## src/rtl/issue_queue_ctrl.sv

```systemverilog
// issue_queue_ctrl: dual-issue instruction queue between fetch and scheduler.
// Buffers 128-bit fetch packets (two {instr, pc} slots) in a circular buffer
// of DEPTH 64-bit entries. The two oldest entries are always presented to the
// scheduler, and 0..2 entries are retired per cycle as the scheduler issues them.
//
// Ports:
//   clk          rising-edge clock
//   rst_n        asynchronous active-low reset
//   fetch_valid  fetch packet present
//   fetch_data   [63:0] = {instr0, pc0} (older), [127:64] = {instr1, pc1}
//   fetch_ready  queue has room for a full packet (from registered count)
//   sched_data   two oldest entries in the same slot format; invalid slots are 0
//   sched_valid  bit0 = slot0 valid, bit1 = slot1 valid
//   issue_cnt    entries consumed by the scheduler this cycle
//   flush        control-flow redirect, empties the queue at the next edge
//   count        current occupancy
//
// Optional feature: define ISSUE_QUEUE_BYPASS_EN to present an incoming packet
// directly when the queue is empty (0-cycle latency). The default build has
// no combinational path from fetch inputs to scheduler outputs.
module issue_queue_ctrl #(
  parameter int DEPTH = 8
) (
  input  logic                     clk,
  input  logic                     rst_n,
  input  logic                     fetch_valid,
  input  logic [127:0]             fetch_data,
  output logic                     fetch_ready,
  output logic [127:0]             sched_data,
  output logic [1:0]               sched_valid,
  input  logic [1:0]               issue_cnt,
  input  logic                     flush,
  output logic [$clog2(DEPTH):0]   count
);

  localparam int PW = $clog2(DEPTH);
  localparam int CW = PW + 1;

  logic [63:0]   mem [DEPTH];
  logic [PW-1:0] wptr, rptr;
  logic [PW-1:0] wptr1, rptr1;
  logic [CW-1:0] cnt_q;
  logic [CW-1:0] eff;
  logic [CW-1:0] n_wr;
  logic          accept;
  logic          wr_en0, wr_en1;
  logic [63:0]   wr_d0, wr_d1;

  assign wptr1       = wptr + PW'(1);
  assign rptr1       = rptr + PW'(1);
  assign count       = cnt_q;
  assign fetch_ready = (cnt_q <= CW'(DEPTH - 2));

  always_comb begin
    sched_valid = {cnt_q >= CW'(2), cnt_q != '0};
    sched_data  = '0;
    if (sched_valid[0]) sched_data[63:0]   = mem[rptr];
    if (sched_valid[1]) sched_data[127:64] = mem[rptr1];

    accept = fetch_valid && fetch_ready && !flush;
    // Over-issue (including issue_cnt = 3) is clamped to what is held.
    eff    = (CW'(issue_cnt) > cnt_q) ? cnt_q : CW'(issue_cnt);

    wr_en0 = accept;
    wr_en1 = accept;
    wr_d0  = fetch_data[63:0];
    wr_d1  = fetch_data[127:64];
    n_wr   = accept ? CW'(2) : '0;

`ifdef ISSUE_QUEUE_BYPASS_EN
    // Empty queue: the packet goes straight to the scheduler. Only slots it
    // did not consume are stored, packed from wptr so order is preserved.
    if ((cnt_q == '0) && fetch_valid && !flush) begin
      sched_data  = fetch_data;
      sched_valid = 2'b11;
      case (issue_cnt)
        2'd0: ;
        2'd1: begin
          wr_en1 = 1'b0;
          wr_d0  = fetch_data[127:64];
          n_wr   = CW'(1);
        end
        default: begin
          wr_en0 = 1'b0;
          wr_en1 = 1'b0;
          n_wr   = '0;
        end
      endcase
    end
`endif
  end

  always_ff @(posedge clk or negedge rst_n) begin
    if (!rst_n) begin
      wptr  <= '0;
      rptr  <= '0;
      cnt_q <= '0;
    end else if (flush) begin
      wptr  <= '0;
      rptr  <= '0;
      cnt_q <= '0;
    end else begin
      wptr  <= wptr + n_wr[PW-1:0];
      rptr  <= rptr + eff[PW-1:0];
      cnt_q <= cnt_q + n_wr - eff;
    end
  end

  // Entry storage is intentionally not reset; occupancy alone qualifies it.
  always_ff @(posedge clk) begin
    if (wr_en0) mem[wptr]  <= wr_d0;
    if (wr_en1) mem[wptr1] <= wr_d1;
  end

endmodule

```

## config.mk

```make
export PLATFORM = sky130hd
export DESIGN_NAME = issue_queue_ctrl
export DESIGN_NICKNAME = d
export VERILOG_FILES = /design/src/rtl/issue_queue_ctrl.sv
export SDC_FILE = /design/constraint.sdc
export NUM_CORES = 1
export LEC_CHECK = 0
export ABC_AREA = 1
export CAP_MARGIN = 10
export CORE_UTILIZATION = 59
export DETAILED_ROUTE_END_ITERATION = 6
export GPL_ROUTABILITY_DRIVEN = 0
export PLACE_DENSITY = 0.83
export SYNTH_ARGS = -nofsm -noshare
export SYNTH_HDL_FRONTEND = slang
export SYNTH_SLANG_ARGS = --single-unit
```

## constraint.sdc

```tcl
create_clock -name clk -period 4.35 [get_ports clk]
set_clock_uncertainty 0.2 [all_clocks]
set_input_delay 1.0875 -clock clk [delete_from_list [all_inputs] [get_ports clk]]
set_output_delay 1.0875 -clock clk [all_outputs]
set_load 0.01 [all_outputs]
```

==> results_dict.tcl <==
set metrics [dict create \
    avgSynthCellArea_sq_um 7.214 \
    die_height_um 232.3 \
    seq_area_sq_um 15610 \
    dp_hpwl_mm 52.69 \
    synthCells 4339 \
    fp.coreArea_sq_um 52450 \
    finalInstanceArea_sq_um 36640 \
    synth_largest_area_cell "edfxtp_1" \
    multi_input_area_sq_um 12270 \
    grt-ovfl-total 0 \
    final_cells 5151 \
    vias_per_cell 5.682 \
    hold_class "reg -> reg" \
    fin_crit_sh 0.9961 \
    start_util 0.5968 \
    layout_min_cycle_time_ns 4.333 \
    synth_area_sq_um 31300 \
    io_pins 269 \
    holdWs_ns 0.4238 \
    synth_top_family_by_area "simple AND/OR/NAND/NOR gates" \
    final_nets 4566 \
    grt_start_max_net_pins 103 \
    port_buffers 268 \
    fmax_ghz 0.2308 \
    synth_fa_ha_area_frac 0.006076 \
    drv_slew 0 \
    power.density_nw_per_um2 682.0 \
    fp-row-count 84 \
    path_class "reg -> out" \
    tightest_slew_ns 0.7147 \
    synth-simple-area-share 0.3580 \
    final_common_cell "nand2_1" \
    fp.dieW_um 232.3 \
    synth_xor_area_frac 0.001319 \
    htreeDepth 2 \
    die-area_sq_um 53980 \
    grt_usage 0.3491 \
    cts_buffers 55 \
    relSlewSlack 0.5235 \
    drt-initial-drc-count 3856 \
    cts_root_buf "clkbuf_16" \
    drive_gt1_frac 0.04348 \
    setup_violations 0 \
    leakage_nw 17.23 \
    synth_nets 4487 \
    cp_max_fo 55 \
    insertion_delay_ns 0.61 \
    ir_drop_v 0.0007117 \
    clk_pin_slew_ns 0.06 \
    status "finished clean" \
    synth.distinct_cells 22 \
    synth_compound_area_frac 0.02191 \
    ant_nets 0 \
    synthMuxAreaShare 0 \
    area_delta_synth_final_pct 17.04 \
    yosys_warnings 0 \
    ys_ff_latch 521 \
    ys_seq_area_frac 0.4984 \
    firstDrtPassIters 6 \
    cts_tree "yes" \
    remaining_drc_errors 0 \
    n_fill_cell 3977 \
    clock_sinks 521 \
    wl_per_cell_um 18.72 \
    placed_cell_area_sq_um 34450 \
    grt_pass1_vias 27500 \
    end_kind "output pin" \
    wl_mm 96.45 \
    cp.required_ns 3.06 \
    final_cell_mix "nand2_1, nand3_1, inv_1, edfxtp_1, clkdlybuf4s50_1" \
    maxCapViolCount 0 \
    synth_top_area_frac 0.4912 \
    grt_pass1_wl_mm 145.4 \
    hold_violations 0 \
    clock_path_buffers 3 \
    antenna_found_initial 4 \
    crit_arrival_ns 3.05 \
    vias 29270 \
    placedCellCount 5032 \
    crit_path_start_kind "register" \
    synthTopCellsByArea "edfxtp_1, nand2_1, nand3_1, inv_1, nor2_1" \
]
==> final cells by class <==
type | count | share of cell area
diodes | 1 | 0.00006831
repair buffers | 352 | 0.1109
clock buffers | 80 | 0.04266
inverters | 545 | 0.05762
flip-flops and latches | 521 | 0.4261
multi-input cells | 2943 | 0.3350
well taps | 688 | 0.02350
clock inverters | 21 | 0.004133
==> Yosys cell counts (all sizes together) <==
master / count
nand3: 585
buf: 173
clkbuf: 158
ha: 12
nor2: 269
xor2: 1
inv: 545
a21oi: 68
xnor2: 2
fa: 2
dfrtp: 9
o21ai: 69
edfxtp: 512
nand2: 1933
nand4: 1
==> worst max-delay path: stages (launching register included) <==
cell and delay (ns):
dfrtp_4 0.57, ha_4 0.38, buf_12 0.31, nand3_1 0.14, nand3_1 0.10, nand2_1 0.05
nor2_1 0.22, clkdlybuf4s50_1 0.58
==> state kept, by name, summed over array words and instances (netlist names) <==
signal,flops
count,4
wptr,2
rptr,3
mem,512
==> final timing paths <==
check / from / depth (start not counted) / endpoint / slack, ns
min in group asynchronous: rst_n / 1 / count[0]$_DFF_PN0_ / 0.61
setup / recovery: rptr[0]$_DFF_PN0_ / 7 / sched_data[88] / 0.02
max in group asynchronous: rst_n / 1 / rptr[1]$_DFF_PN0_ / 2.97
setup reg to reg: count[1]$_DFF_PN0_ / 14 / count[3]$_DFF_PN0_ / 1.22
hold reg to reg: wptr[2]$_DFF_PN0_ / 1 / wptr[2]$_DFF_PN0_ / 0.42
hold / removal: wptr[2]$_DFF_PN0_ / 1 / wptr[2]$_DFF_PN0_ / 0.42
==> kinds of logic after synthesis <==
group | count (synthesis)
AO/OA/AOI/OAI | 137
AND/OR/NAND/NOR | 2788
XOR/XNOR | 3
flip-flops | 521
buffers and inverters | 876
adder cells (fa/ha/maj) | 14
==> per-layer routing <==
metal / wire [um] / GRT usage / share of wire / up-vias
met2: 46350 / 0.5901 / 0.48 / 1985
li1: - / - / - / 13660
met5: 41 / 0 / 0.00043 / -
met3: 11860 / 0.05231 / 0.12 / 328
met1: 34260 / 0.4336 / 0.36 / 13300
met4: 3937 / 0.1789 / 0.041 / 6
==> report_power, final <==
part	switching, mW	total (mW)	internal [mW]
clock	1.96	4.56	2.60
sequential	0.149	5.99	5.84
combinational	8.84	14.4	5.60
==> stage by stage <==
stage / setup TNS (ns) / utilization / setup slack [ns] / total power, mW
final: 0 / 0.6985 / 0.01681 / 24.99
after global routing: -0.07323 / 0.6985 / -0.03918 / 26.21
after CTS: 0 / 0.6936 / 0.003508 / 24.28
after detailed placement: 0 / 0.6568 / 0.3909 / 19.25
after global placement: 0 / 0.6568 / 0.3903 / 19.04
after floorplan: 0 / - / 0.5525 / 13.76
==> what timing repair did <==
| action | CTS | global route |
|---|---|---|
| setup buffers | 0 | 7 |
| hold buffers | 0 | 0 |
| pin swaps | 1 | 2 |
| cloned | 5 | 5 |
| gates resized for setup | 15 | 13 |
| setup endpoints to repair | 44 | 51 |
Power figures use the tool's default switching activity.
